File: config.mk
export PLATFORM = sky130hd
export DESIGN_NAME = seg7_scan_ctrl
export DESIGN_NICKNAME = d
export VERILOG_FILES = /design/src/rtl/seg7_pkg.sv /design/src/rtl/seg7_slot_timer.sv /design/src/rtl/seg7_scan_ctrl.sv
export SDC_FILE = /design/constraint.sdc
export NUM_CORES = 1
export LEC_CHECK = 0
export BUFFER_PORTS_ARGS = -buffer_cell sky130_fd_sc_hd__buf_2
export CELL_PAD_IN_SITES_DETAIL_PLACEMENT = 1
export CELL_PAD_IN_SITES_GLOBAL_PLACEMENT = 2
export CORE_AREA = 4 4 95 97
export DETAILED_ROUTE_END_ITERATION = 6
export DIE_AREA = 0 0 99 101
export GPL_ROUTABILITY_DRIVEN = 1
export GPL_TIMING_DRIVEN = 0
export PLACE_DENSITY_LB_ADDON = 0.25
export SETUP_SLACK_MARGIN = 0.2
export SYNTH_ARGS = -nofsm -noshare
export SYNTH_HDL_FRONTEND = slang
export SYNTH_HIERARCHICAL = 1
export SYNTH_SLANG_ARGS = --single-unit
File: constraint.sdc
create_clock -name clk -period 3.45 [get_ports clk]
set_clock_uncertainty 0.05 [all_clocks]
set_input_delay 0.345 -clock clk [delete_from_list [all_inputs] [get_ports clk]]
set_output_delay 0.345 -clock clk [all_outputs]
set_load 0.03 [all_outputs]
File: src/rtl/seg7_pkg.sv
// Shared constants, scan state type and anode helper for the 4-digit 7-segment scan controller.
package seg7_pkg;

    localparam int         SEG7_DIGITS       = 4;
    localparam logic [3:0] SEG7_BLANK_NIBBLE = 4'hF;
    localparam logic [3:0] SEG7_AN_OFF       = 4'b1111;

    typedef enum logic {
        GUARD = 1'b0,
        SHOW  = 1'b1
    } seg7_state_e;

    // Active-low one-hot anode enable for the selected digit.
    function automatic logic [3:0] seg7_anode(input logic [1:0] sel);
        logic [3:0] one_hot;
        one_hot = 4'b0001 << sel;
        return ~one_hot;
    endfunction

endpackage

File: src/rtl/seg7_slot_timer.sv
// Slot counter, digit select and GUARD/SHOW state. Exposes next-cycle values so the
// parent can register its outputs in step with the counter.
module seg7_slot_timer
    import seg7_pkg::*;
#(
    parameter int REFRESH_DIV  = 100000,
    parameter int BLANK_CYCLES = 1000
) (
    input  logic       clk,
    input  logic       rst,
    input  logic       en,
    output logic [1:0] sel,
    output logic [1:0] sel_nxt,
    output logic       show_nxt,
    output logic       slot_end_nxt
);

    localparam int            CW       = $clog2(REFRESH_DIV);
    localparam logic [CW-1:0] CNT_LAST = CW'(REFRESH_DIV - 1);
    localparam logic [CW-1:0] CNT_SHOW = CW'(BLANK_CYCLES);

    logic [CW-1:0] cnt;
    logic [CW-1:0] cnt_nxt;
    seg7_state_e   state;
    seg7_state_e   state_nxt;

    // NOTE: sequential state uses non-blocking assignments so every register
    // samples the pre-edge values, independent of statement order.
    always_ff @(posedge clk) begin
        if (rst) begin
            cnt   <= '0;
            sel   <= 2'd0;
            state <= GUARD;
        end else begin
            cnt   <= cnt_nxt;
            sel   <= sel_nxt;
            state <= state_nxt;
        end
    end

    // NOTE: every output of this block gets a default first, so no path can
    // leave a signal unassigned and infer a latch.
    always_comb begin
        cnt_nxt   = cnt;
        sel_nxt   = sel;
        state_nxt = state;
        if (!en) begin
            cnt_nxt   = '0;
            sel_nxt   = 2'd0;
            state_nxt = GUARD;
        end else if (cnt == CNT_LAST) begin
            cnt_nxt   = '0;
            sel_nxt   = sel + 2'd1;
            state_nxt = (BLANK_CYCLES == 0) ? SHOW : GUARD;
        end else begin
            cnt_nxt = cnt + 1'b1;
            if (state == GUARD && cnt_nxt >= CNT_SHOW) begin
                state_nxt = SHOW;
            end
        end
        show_nxt     = (state_nxt == SHOW);
        slot_end_nxt = (cnt_nxt == CNT_LAST);
    end

endmodule

File: src/rtl/seg7_scan_ctrl.sv
// 4-digit common-anode 7-segment scan controller with frame-aligned double buffering.
// Optional leading-zero suppression when SEG7_LZ_BLANK_EN is defined.
module seg7_scan_ctrl
    import seg7_pkg::*;
#(
    parameter int REFRESH_DIV  = 100000,
    parameter int BLANK_CYCLES = 1000
) (
    input  logic        clk,
    input  logic        rst,
    input  logic        en,
    input  logic [15:0] value,
    input  logic        load,
    input  logic [3:0]  blank_mask,
    output logic [3:0]  digit,
    output logic [1:0]  sel,
    output logic [3:0]  an,
    output logic        frame_tick,
    output logic        load_ack
);

    logic [1:0]  sel_nxt;
    logic        show_nxt;
    logic        slot_end_nxt;
    logic        frame_tick_nxt;
    logic [15:0] shadow;
    logic [15:0] shadow_nxt;
    logic [15:0] pending;
    logic        pending_valid;
    logic        pending_valid_nxt;
    logic [3:0]  blank_eff;
    logic [3:0]  nibble_nxt;

    seg7_slot_timer #(
        .REFRESH_DIV  (REFRESH_DIV),
        .BLANK_CYCLES (BLANK_CYCLES)
    ) u_timer (
        .clk          (clk),
        .rst          (rst),
        .en           (en),
        .sel          (sel),
        .sel_nxt      (sel_nxt),
        .show_nxt     (show_nxt),
        .slot_end_nxt (slot_end_nxt)
    );

    // load_ack is high exactly in the cycle the commit happens, so it doubles as the commit strobe.
    assign frame_tick_nxt    = slot_end_nxt && (sel_nxt == 2'(SEG7_DIGITS - 1));
    assign pending_valid_nxt = load || (pending_valid && !load_ack);
    assign shadow_nxt        = load_ack ? pending : shadow;
    assign nibble_nxt        = shadow_nxt[{sel_nxt, 2'b00} +: 4];

`ifdef SEG7_LZ_BLANK_EN
    logic [3:0] lz_mask;

    always_comb begin
        lz_mask    = 4'b0000;
        lz_mask[3] = (shadow_nxt[15:12] == 4'h0);
        lz_mask[2] = lz_mask[3] && (shadow_nxt[11:8] == 4'h0);
        lz_mask[1] = lz_mask[2] && (shadow_nxt[7:4] == 4'h0);
    end

    assign blank_eff = blank_mask | lz_mask;
`else
    assign blank_eff = blank_mask;
`endif

    always_ff @(posedge clk) begin
        if (rst) begin
            shadow        <= 16'hFFFF;
            pending       <= 16'hFFFF;
            pending_valid <= 1'b0;
        end else begin
            shadow        <= shadow_nxt;
            pending_valid <= pending_valid_nxt;
            if (load) begin
                pending <= value;
            end
        end
    end

    // NOTE: outputs are registered from the timer's next-state values, so in any
    // cycle an/digit/frame_tick describe the same slot position that sel reports.
    always_ff @(posedge clk) begin
        if (rst) begin
            digit      <= SEG7_BLANK_NIBBLE;
            an         <= SEG7_AN_OFF;
            frame_tick <= 1'b0;
            load_ack   <= 1'b0;
        end else begin
            frame_tick <= frame_tick_nxt;
            load_ack   <= frame_tick_nxt && pending_valid_nxt;
            an         <= show_nxt ? seg7_anode(sel_nxt) : SEG7_AN_OFF;
            if (!en || blank_eff[sel_nxt]) begin
                digit <= SEG7_BLANK_NIBBLE;
            end else begin
                digit <= nibble_nxt;
            end
        end
    end

endmodule

==> flow_metrics.env, run 1 <==
export IMPL_num_rows=33
export IMPL_detailed_place_hpwl_mm=5.11
export IMPL_timing_worst_slew_pin_value_ps=597
export IMPL_synthCells=295
export IMPL_final_design_area_no_fill_sq_um=3390
export IMPL_period_minus_slack_ps=3040
export IMPL_ctsRootBufferMaster="sky130_fd_sc_hd__clkbuf_8"
export IMPL_ir_drop_uv=197
export IMPL_outcome="complete, no violations"
export IMPL_max_capacitance_violation_total=0
export IMPL_place_gp_congestion=0.761
export IMPL_total_leakage_power_uw=0.00126
export IMPL_n_antenna_cell=0
export IMPL_dieWidth_microns=99
export IMPL_detail_route_wirelength_mm=6.98
export IMPL_setup_violations=0
export IMPL_worst_slew_margin_rel=0.602
export IMPL_yosys_warnings=6
export IMPL_cts_tree="done"
export IMPL_design_die_area_sq_um=10000
export IMPL_synth_seq_area_share=0.441
export IMPL_syn_cell_area_sq_um=2860
export IMPL_power_per_cell_area_nw_per_um2=429
export IMPL_cts_buffer_count=9
export IMPL_avgViaCountPerCell=4.93
export IMPL_cts_htree_levels=3
export IMPL_ant_nets=0
export IMPL_grt_met1_usage=0.206
export IMPL_maximum_number_of_pins_on_one_net_before_global_route_repair=13
export IMPL_timing_worst_setup_path_type="flop to flop"
export IMPL_clock_insertion_delay_worst_skew_ps=340
export IMPL_global_route_overflow_total=0
export IMPL_drt_iter0_drc=106
export IMPL_met3_usage=0.0353
export IMPL_globalRouteTotalUtil=0.148
export IMPL_die_height_microns=101
export IMPL_met2_usage=0.221
export IMPL_crit_required_ps=3620
export IMPL_busiest_layer="met2"
export IMPL_cp_start_kind="flop"
export IMPL_grt_pass1_wl_mm=11.6
export IMPL_port_buffers=35
export IMPL_design_portCount=36
export IMPL_drt_first_pass_iters=4
export IMPL_ys_dominant_reg_cell="sky130_fd_sc_hd__dfxtp_1"
export IMPL_final_period_utilization=0.881
export IMPL_floorplan_initialDensity=0.351
export IMPL_fmax_mhz=329
export IMPL_synthToLayoutAreaGrowth_pct=18.7
export IMPL_netlist_cell_type_count=50
export IMPL_clockBufferDepth=2
export IMPL_hold_viol=0
export IMPL_grt_setup_unrepaired="false"
export IMPL_first_global_vias=2322
export IMPL_dpl_cell_area_sq_um=3160
export IMPL_final_net_count=370
export IMPL_drv_slew=0
export IMPL_antenna_found_initial=0
export IMPL_timing_critical_path_arrival_ps=3210
export IMPL_most_common_layout_cells="sky130_fd_sc_hd__dfxtp_1 (62), sky130_fd_sc_hd__buf_2 (48), sky130_fd_sc_hd__nand2b_1 (21), sky130_fd_sc_hd__nor2_1 (21), sky130_fd_sc_hd__nor2b_1 (20)"
export IMPL_detailroute_via_count=2239
export IMPL_design_core_area_sq_um=8130
export IMPL_worstHoldPathType="primary input to flop"
export IMPL_avgSynthCellArea_sq_um=9.69
export IMPL_end_kind="flop"
export IMPL_synth_edf_count=0
export IMPL_crit_fanout=9
export IMPL_detail_route_drc_violations=0
export IMPL_timing_setup_tns_ps=0
export IMPL_drive_gt1_frac=0.229
export IMPL_final_common_cell="sky130_fd_sc_hd__dfxtp_1"
export IMPL_cts_sinks=63
export IMPL_synth_seq_cells=63
export IMPL_net_count_after_synthesis=321
export IMPL_path_clk_slew_ps=70
export IMPL_synth_async_reset_ratio=0
export IMPL_drt_wirelength_per_cell_microns=15.4
-- flip-flops by register name, summed over array words and instances (netlist names) --
name and count:
pending_valid 1, u_timer/state 1, u_timer/cnt 17, load_ack 1
an 4, shadow 16, digit 4, u_timer/sel 2
pending 16, frame_tick 1
-- repair_timing --
action | in CTS | in global routing
endpoints found under the setup margin | 0 | 4
hold buffers | 0 | 0
gates resized for setup | 0 | 2
buffers inserted | 0 | 3
-- worst max-delay path: stages, from the launching register on --
cell	delay [ps]
sky130_fd_sc_hd__dfxtp_2	420
sky130_fd_sc_hd__ha_1	170
sky130_fd_sc_hd__buf_2	180
sky130_fd_sc_hd__nand4_1	210
sky130_fd_sc_hd__nor4_4	440
sky130_fd_sc_hd__nand2_1	150
sky130_fd_sc_hd__xnor2_2	170
sky130_fd_sc_hd__and2_1	140
sky130_fd_sc_hd__buf_2	170
sky130_fd_sc_hd__mux2i_1	230
sky130_fd_sc_hd__a22oi_1	190
sky130_fd_sc_hd__or3_1	410
-- layout make-up --
class | count | area [sq um]
Fill cell | 962 | 4740
Multi-Input combinational cell | 203 | 1440
Sequential cell | 63 | 1260
Timing Repair Buffer | 38 | 198
Buffer | 24 | 149
Tap cell | 105 | 131
Clock buffer | 9 | 124
Clock inverter | 7 | 72.6
Inverter | 5 | 18.8
-- per-stage QoR --
stage | worst slack (ps) | power [uW] | utilization | hold slack (ps) | cells
6_report | 410 | 1450 | 0.417 | 158 | 454
5_1_grt | 184 | 1520 | 0.417 | 143 | 454
4_1_cts | 259 | 1480 | 0.413 | 142 | 451
3_5_place_dp | 279 | 839 | 0.389 | 414 | 435
3_3_place_gp | 371 | 837 | 0.389 | 407 | 435
2_1_floorplan | 843 | 807 | - | 366 | 295
-- synth_stat cells, types with 6 or more instances --
| master | instances | share of area |
|---|---|---|
| sky130_fd_sc_hd__nor2b_1 | 20 | 0.044 |
| sky130_fd_sc_hd__or3_1 | 6 | 0.013 |
| sky130_fd_sc_hd__nor2_1 | 21 | 0.028 |
| sky130_fd_sc_hd__nor3_1 | 8 | 0.014 |
| sky130_fd_sc_hd__xnor2_1 | 14 | 0.043 |
| sky130_fd_sc_hd__a211o_1 | 16 | 0.049 |
| sky130_fd_sc_hd__dfxtp_1 | 63 | 0.44 |
| sky130_fd_sc_hd__nand4_1 | 6 | 0.013 |
| sky130_fd_sc_hd__nand2_1 | 9 | 0.012 |
| sky130_fd_sc_hd__buf_2 | 13 | 0.023 |
| sky130_fd_sc_hd__o22ai_1 | 8 | 0.018 |
| sky130_fd_sc_hd__mux2i_1 | 18 | 0.063 |
| sky130_fd_sc_hd__nand2b_1 | 21 | 0.046 |
-- kinds of logic (layout without fill, tap and decap cells) --
family | Yosys count | in the layout | share of synthesized area
AND/OR/NAND/NOR | 123 | 123 | 0.261
flip-flops | 63 | 63 | 0.441
AO/OA/AOI/OAI | 41 | 41 | 0.109
buffers and inverters | 29 | 83 | 0.0587
XOR/XNOR | 19 | 19 | 0.0582
multiplexers | 18 | 18 | 0.0630
adder cells (fa/ha/maj) | 2 | 2 | 0.00876
-- worst paths after layout --
path                  startpoint          to  slack [ps]  cells past startpoint
setup / recovery  u_timer/cnt[1]    digit[0]         410                     11
hold / removal          value[4]  pending[4]         160                      2
setup reg to reg  u_timer/cnt[1]    digit[0]         410                     11
hold reg to reg        shadow[1]   shadow[1]         420                      2
-- layer usage --
layer	wire, microns	up-vias
met1	3700	1059
met4	126	0
met5	0	-
li1	-	1136
met3	241	10
met2	2910	34
-- where the power goes --
group | leakage, uW | switching (uW) | total, uW | internal [uW]
clock | 0.0000956 | 300 | 634 | 334
combinational | 0.000651 | 35.5 | 70.3 | 34.8
sequential | 0.000514 | 8.21 | 750 | 742
total | 0.00126 | 344 | 1450 | 1110
No activity file was read; power rests on OpenSTA's default activity.
==> run 2, diff against run 1 <==
--- a/config.mk
+++ b/config.mk
@@ -8,9 +8,9 @@
 export BUFFER_PORTS_ARGS = -buffer_cell sky130_fd_sc_hd__buf_2
 export CELL_PAD_IN_SITES_DETAIL_PLACEMENT = 1
 export CELL_PAD_IN_SITES_GLOBAL_PLACEMENT = 2
-export CORE_AREA = 4 4 95 97
+export CORE_AREA = 4 4 91 93
 export DETAILED_ROUTE_END_ITERATION = 6
-export DIE_AREA = 0 0 99 101
+export DIE_AREA = 0 0 95 97
 export GPL_ROUTABILITY_DRIVEN = 1
 export GPL_TIMING_DRIVEN = 0
 export PLACE_DENSITY_LB_ADDON = 0.25
==> constraint.sdc (replaced) <==
create_clock -name clk -period 3.61 [get_ports clk]
set_clock_uncertainty 0.05 [all_clocks]
set_input_delay 0.361 -clock clk [delete_from_list [all_inputs] [get_ports clk]]
set_output_delay 0.361 -clock clk [all_outputs]
set_load 0.03 [all_outputs]
==> run 2 against run 1 <==
Register-to-register slack better by 250 ps. Die area down 7.8%. Combinational power down 5.5%. Critical path depth unchanged. Core utilization up 3.5 points. Global-route usage up 1.4 points. Largest cell class unchanged. Highest routed layer unchanged.
==> flow_metrics.env, run 2 (synthesized netlist as in run 1, its figures left out) <==
export IMPL_outcome="complete, no violations"
export IMPL_synthToLayoutAreaGrowth_pct=19.1
export IMPL_first_global_vias=2242
export IMPL_cts_resized=0
export IMPL_drive_gt1_frac=0.217
export IMPL_worst_r2r_endpoint="digit[3]"
export IMPL_crit_required_ps=3790
export IMPL_beginning_of_the_worst_register_to_register_path="u_timer/cnt[1]"
export IMPL_timing_worst_setup_path_type="flop to flop"
export IMPL_cp_num_buf_inv=2
export IMPL_global_route_overflow_total=0
export IMPL_cpMaxStageDelayCell="sky130_fd_sc_hd__dfxtp_1"
export IMPL_worstHoldPathType="primary input to flop"
export IMPL_largest_register_ffs=17
export IMPL_cts_htree_levels=3
export IMPL_instances_no_fill=448
export IMPL_antenna_found_initial=0
export IMPL_final_period_utilization=0.818
export IMPL_seq_area_sq_um=1260
export IMPL_worst_slew_margin_rel=0.638
export IMPL_post_cts_setup_buffer_count=0
export IMPL_ant_nets=0
export IMPL_cts_buffer_count=9
export IMPL_end_kind="flop"
export IMPL_drv_slew=0
export IMPL_n_antenna_cell=0
export IMPL_timing_setup_tns_ps=0
export IMPL_regToRegSetupSlack_ps=660
export IMPL_grt_pass1_wl_mm=11.5
export IMPL_reg_top3="u_timer/cnt x17, pending x16, shadow x16"
export IMPL_final_core_util=0.452
export IMPL_detailed_place_hpwl_mm=5.04
export IMPL_die_height_microns=97
export IMPL_n_fill_cell=914
export IMPL_drt_iter0_drc=91
export IMPL_multi_input_gate_area_sq_um=1430
export IMPL_port_buffers=35
export IMPL_critical_path_cell_chain="ha_1, buf_2, nand4_1, nor4_4, nand2_1, xnor2_1, and2_1, buf_2, mux2i_1, a22oi_1, or3_1"
export IMPL_avgViaCountPerCell=5.02
export IMPL_crit_path_top_cell_by_count="sky130_fd_sc_hd__buf_2"
export IMPL_setup_violations=0
export IMPL_detail_route_drc_violations=0
export IMPL_final_net_count=367
export IMPL_path_delay_family="simple AND/OR/NAND/NOR gates"
export IMPL_design_die_area_sq_um=9220
export IMPL_path_clk_slew_ps=80
export IMPL_cts_sinks=63
export IMPL_largest_register="u_timer/cnt"
export IMPL_setup_worst_path_end="digit[3]"
export IMPL_design_core_area_sq_um=7530
export IMPL_period_minus_slack_ps=2950
export IMPL_clock_insertion_delay_worst_skew_ps=350
export IMPL_cp_start_kind="flop"
export IMPL_hold_viol=0
export IMPL_detail_route_wirelength_mm=6.91
export IMPL_final_common_cell="sky130_fd_sc_hd__dfxtp_1"
export IMPL_timing_worst_slew_pin_value_ps=539
export IMPL_ir_drop_uv=263
export IMPL_ff2ff_path_depth=11
export IMPL_cts_tree="done"
export IMPL_detailroute_via_count=2248
export IMPL_ctsRootBufferMaster="sky130_fd_sc_hd__clkbuf_8"
export IMPL_timing_critical_path_depth=11
export IMPL_postCtsHoldBufs=0
export IMPL_most_common_layout_cells="sky130_fd_sc_hd__dfxtp_1 (63), sky130_fd_sc_hd__buf_2 (48), sky130_fd_sc_hd__nand2b_1 (21), sky130_fd_sc_hd__nor2_1 (21), sky130_fd_sc_hd__nor2b_1 (20)"
export IMPL_place_gp_congestion=0.809
export IMPL_placedCellCount=432
export IMPL_slowest_delay_ps=500
export IMPL_drt_first_pass_iters=4
export IMPL_total_leakage_power_uw=0.00126
export IMPL_dieWidth_microns=95
export IMPL_critical_path_startpoint="u_timer/cnt[1]"
export IMPL_design_portCount=36
export IMPL_max_capacitance_violation_total=0
export IMPL_fmax_mhz=339
export IMPL_num_rows=32
export IMPL_drt_wirelength_per_cell_microns=15.4
export IMPL_clockBufferDepth=2
export IMPL_crit_fanout=9
export IMPL_globalRouteTotalUtil=0.163
export IMPL_floorplan_initialDensity=0.380
export IMPL_maximum_number_of_pins_on_one_net_before_global_route_repair=13
export IMPL_power_per_cell_area_nw_per_um2=453
export IMPL_timing_critical_path_arrival_ps=3130
export IMPL_grt_setup_unrepaired="false"
-- run 2: changes by cell type in the layout (fill, tap and decap cells not counted), sizes merged --
cell    delta
bufinv     +2
clkinv     -2
buf        -3
-- run 2: power breakdown --
part           internal (uW)  switching, uW
combinational           33.2           33.2
clock                    459            298
sequential               709           8.13
-- run 2: worst reg2reg max path, cell delays in order, from the launching register on --
cell                      delay (ps)
sky130_fd_sc_hd__dfxtp_1         500
sky130_fd_sc_hd__ha_1            200
sky130_fd_sc_hd__buf_2           170
sky130_fd_sc_hd__nand4_1         230
sky130_fd_sc_hd__nor4_4          320
sky130_fd_sc_hd__nand2_1         120
sky130_fd_sc_hd__xnor2_1         160
sky130_fd_sc_hd__and2_1          140
sky130_fd_sc_hd__buf_2           170
sky130_fd_sc_hd__mux2i_1         210
sky130_fd_sc_hd__a22oi_1         170
sky130_fd_sc_hd__or3_1           400
-- run 2: final cells by class --
| cell class | instances | area share |
|---|---|---|
| multi-input combinational | 203 | 0.420 |
| sequential | 63 | 0.371 |
| timing repair buffer | 35 | 0.0515 |
| buffer | 24 | 0.0438 |
| tap | 102 | 0.0375 |
| clock buffer | 9 | 0.0364 |
| clock inverter | 7 | 0.0349 |
| inverter | 5 | 0.00551 |
-- run 2: metrics by stage --
stage | instance area (sq um) | power, uW | hold WS (ps) | worst slack (ps)
floorplan | 2860 | 772 | 382 | 1000
finish | 3400 | 1540 | 156 | 656
CTS | 3400 | 1560 | 144 | 622
global route | 3400 | 1610 | 139 | 331
global placement | 3160 | 799 | 410 | 596
detailed placement | 3160 | 802 | 413 | 635
-- run 2: how the worst min path moves through the flow --
stage / cells after the start / from / to
2_1_floorplan: 1 / rst / u_timer/sel[1]
5_1_grt: 2 / value[2] / pending[2]
3_5_place_dp: 2 / shadow[11] / shadow[11]
6_report: 2 / value[4] / pending[4]
3_3_place_gp: 2 / shadow[15] / shadow[15]
4_1_cts: 2 / value[12] / pending[12]
-- run 2: layer usage --
layer / part of all wire / vias up / track usage
met5: 0 / - / 0
met4: 0.014 / 0 / 0.0499
met3: 0.042 / 7 / 0.0560
met2: 0.46 / 37 / 0.242
met1: 0.48 / 1071 / 0.220
li1: - / 1133 / -
==> run 3, diff against run 2 <==
--- a/config.mk
+++ b/config.mk
@@ -5,12 +5,13 @@
 export SDC_FILE = /design/constraint.sdc
 export NUM_CORES = 1
 export LEC_CHECK = 0
+export ABC_AREA = 1
 export BUFFER_PORTS_ARGS = -buffer_cell sky130_fd_sc_hd__buf_2
 export CELL_PAD_IN_SITES_DETAIL_PLACEMENT = 1
 export CELL_PAD_IN_SITES_GLOBAL_PLACEMENT = 2
-export CORE_AREA = 4 4 91 93
+export CORE_AREA = 4 4 101 103
 export DETAILED_ROUTE_END_ITERATION = 6
-export DIE_AREA = 0 0 95 97
+export DIE_AREA = 0 0 105 107
 export GPL_ROUTABILITY_DRIVEN = 1
 export GPL_TIMING_DRIVEN = 0
 export PLACE_DENSITY_LB_ADDON = 0.25
==> constraint.sdc (replaced) <==
create_clock -name clk -period 3 [get_ports clk]
set_clock_uncertainty 0.05 [all_clocks]
set_input_delay 0.3 -clock clk [delete_from_list [all_inputs] [get_ports clk]]
set_output_delay 0.3 -clock clk [all_outputs]
set_load 0.03 [all_outputs]
==> run 3 against run 2 <==
Sequential cell count did not move. Synthesized cell count grew 42%. Largest cell class unchanged. Clock power increased by 20%. Non-clock buffer count is 12 lower. Combinational power increased by 8.7%. Critical endpoint is now digit[0]. Largest power group unchanged.
==> flow_metrics.env, run 3 <==
export IMPL_outcome="complete, no violations"
export IMPL_synthCells=419
export IMPL_global_route_overflow_total=0
export IMPL_maximum_number_of_pins_on_one_net_before_global_route_repair=13
export IMPL_report_power_total_uw=1840
export IMPL_synthToLayoutAreaGrowth_pct=19.5
export IMPL_synth_seq_area_share=0.430
export IMPL_drv_slew=0
export IMPL_setup_violations=0
export IMPL_n_antenna_cell=0
export IMPL_period_minus_slack_ps=2490
export IMPL_netlist_area_leader_share=0.430
export IMPL_total_leakage_power_uw=0.00152
export IMPL_antenna_found_initial=0
export IMPL_ctsRootBufferMaster="sky130_fd_sc_hd__clkbuf_8"
export IMPL_num_rows=35
export IMPL_cts_sinks=63
export IMPL_timing_worst_setup_path_type="flop to flop"
export IMPL_synth_seq_cells=63
export IMPL_fmax_mhz=401
export IMPL_yosys_warnings=6
export IMPL_share_clk_of_total_power=0.493
export IMPL_place_gp_congestion=0.803
export IMPL_netlist_cell_type_count=28
export IMPL_design_portCount=36
export IMPL_power_switching_uw=406
export IMPL_worstHoldPathType="primary input to flop"
export IMPL_power_per_cell_area_nw_per_um2=526
export IMPL_largest_register_ffs=17
export IMPL_syn_cell_area_sq_um=2930
export IMPL_crit_required_ps=3190
export IMPL_hold_viol=0
export IMPL_port_buffers=35
export IMPL_timing_setup_tns_ps=0
export IMPL_synth_async_reset_ratio=0
export IMPL_avgSynthCellArea_sq_um=7.00
export IMPL_intPower_uw=1440
export IMPL_dieWidth_microns=105
export IMPL_detail_route_drc_violations=0
export IMPL_synth_edf_count=0
export IMPL_final_net_count=491
export IMPL_floorplan_initialDensity=0.319
export IMPL_drt_wirelength_per_cell_microns=12.8
export IMPL_cts_htree_levels=3
export IMPL_placedCellCount=565
export IMPL_worst_slew_margin_rel=0.718
export IMPL_cts_tree="done"
export IMPL_clock_insertion_delay_worst_skew_ps=340
export IMPL_design_die_area_sq_um=11200
export IMPL_pwr_share_comb=0.039
export IMPL_timing_critical_path_arrival_ps=2680
export IMPL_main_area_contributors_after_synthesis="sky130_fd_sc_hd__dfxtp_1 (43%), sky130_fd_sc_hd__nand2_1 (19%), sky130_fd_sc_hd__nand3_1 (7.3%), sky130_fd_sc_hd__nor2_1 (5.2%), sky130_fd_sc_hd__inv_1 (4.6%)"
export IMPL_first_global_vias=2739
export IMPL_design_core_area_sq_um=9200
export IMPL_final_period_utilization=0.830
export IMPL_reg_top3="u_timer/cnt x17, pending x16, shadow x16"
export IMPL_ir_drop_uv=239
export IMPL_largest_register="u_timer/cnt"
export IMPL_crit_fanout=6
export IMPL_max_capacitance_violation_total=0
export IMPL_die_height_microns=107
export IMPL_drive_gt1_frac=0.217
export IMPL_path_clk_slew_ps=80
export IMPL_timing_worst_slew_pin_value_ps=423
export IMPL_detailroute_via_count=2638
export IMPL_grt_setup_unrepaired="false"
export IMPL_drt_first_pass_iters=4
export IMPL_cell_type_contributing_the_most_total_cell_area_after_synthesis="sky130_fd_sc_hd__dfxtp_1"
export IMPL_grt_pass1_wl_mm=12.6
export IMPL_end_kind="flop"
export IMPL_detailed_place_hpwl_mm=5.92
export IMPL_post_synth_most_frequent_cells="sky130_fd_sc_hd__nand2_1 (146), sky130_fd_sc_hd__dfxtp_1 (63), sky130_fd_sc_hd__nand3_1 (43)"
export IMPL_detail_route_wirelength_mm=7.45
export IMPL_ys_dominant_reg_cell="sky130_fd_sc_hd__dfxtp_1"
export IMPL_avgViaCountPerCell=4.54
export IMPL_switching_share_of_total_power=0.220
export IMPL_ant_nets=0
export IMPL_share_seq_of_total_power=0.468
export IMPL_globalRouteTotalUtil=0.142
export IMPL_drt_iter0_drc=58
export IMPL_final_common_cell="sky130_fd_sc_hd__nand2_1"
export IMPL_cp_start_kind="flop"
export IMPL_instances_no_fill=581
export IMPL_cts_buffer_count=9
export IMPL_most_frequent_cell_after_synthesis="sky130_fd_sc_hd__nand2_1"
export IMPL_most_common_layout_cells="sky130_fd_sc_hd__nand2_1 (146), sky130_fd_sc_hd__dfxtp_1 (63), sky130_fd_sc_hd__nand3_1 (43)"
export IMPL_net_count_after_synthesis=445
export IMPL_clockBufferDepth=2
## run 3: final cells by class
cell class,instances,area (sq um)
multi-input combinational,303,1420
sequential,63,1260
inverter,41,161
tap,111,139
fill,1204,5690
clock inverter,7,120
clock buffer,9,124
timing repair buffer,35,175
buffer,12,108
## run 3: power groups by stage
stage / clock [uW] / sequential (uW) / combinational [uW]
floorplan: 0 / 879 / 45.0
global placement: 0 / 881 / 73.5
detailed placement: 0 / 882 / 74.6
CTS: 939 / 862 / 75.0
global route: 979 / 864 / 84.9
finish: 909 / 862 / 72.2
## run 3: final timing paths
check             depth (start not counted)    endpoint           start  slack (ps)
setup / recovery                         15    digit[0]  u_timer/cnt[0]         510
hold / removal                            3  pending[5]        value[5]         110
setup reg to reg                         15    digit[0]  u_timer/cnt[0]         510
hold reg to reg                           2  shadow[12]      shadow[12]         410
## run 3: per-stage QoR
stage          setup slack [ps]  utilization  instance area (sq um)  hold slack (ps)
4_1_cts                     332        0.380                   3490             97.0
5_1_grt                     205        0.381                   3500              113
3_5_place_dp                373        0.353                   3250              394
6_report                    509        0.381                   3500              114
2_1_floorplan               851            -                   2930              327
3_3_place_gp                385        0.353                   3250              383
## run 3: kinds of logic after synthesis
| logic type | after synthesis | share of synthesized area |
|---|---|---|
| AOI/OAI and AO/OA | 17 | 0.0299 |
| xor gates and xnor gates | 4 | 0.0119 |
| adders and majority gates | 2 | 0.00853 |
| buffers and inverters | 53 | 0.0917 |
| DFF | 63 | 0.430 |
| and+or+nand+nor | 280 | 0.428 |
## run 3: routing by layer
| layer | global-route usage | up-vias | routed length, microns |
|---|---|---|---|
| met5 | 0 | - | 0 |
| met3 | 0.0271 | 10 | 149 |
| met2 | 0.262 | 19 | 3850 |
| li1 | - | 1399 | - |
| met4 | 0.0534 | 0 | 115 |
| met1 | 0.161 | 1210 | 3340 |
## run 3: worst max-delay path, stage by stage, from the launching register on
cell                      delay (ps)
sky130_fd_sc_hd__dfxtp_1         440
sky130_fd_sc_hd__ha_1            250
sky130_fd_sc_hd__nand2_2          80
sky130_fd_sc_hd__nor2_4          150
sky130_fd_sc_hd__nand2_2          80
sky130_fd_sc_hd__nor2_1          130
sky130_fd_sc_hd__nand2_2         100
sky130_fd_sc_hd__nor2_2          160
sky130_fd_sc_hd__xnor2_1         180
sky130_fd_sc_hd__nor2_2          110
sky130_fd_sc_hd__nand2_1         120
sky130_fd_sc_hd__inv_1           130
sky130_fd_sc_hd__nand2_1          80
sky130_fd_sc_hd__nand3_1          80
sky130_fd_sc_hd__nor2_2          160
sky130_fd_sc_hd__nand2_1          70
## run 3: timing repair
action                                  4_1_cts  5_1_grt
buffers inserted                              0        0
endpoints found under the setup margin        0        4
gates resized for setup                       0        5
hold buffers                                  0        0
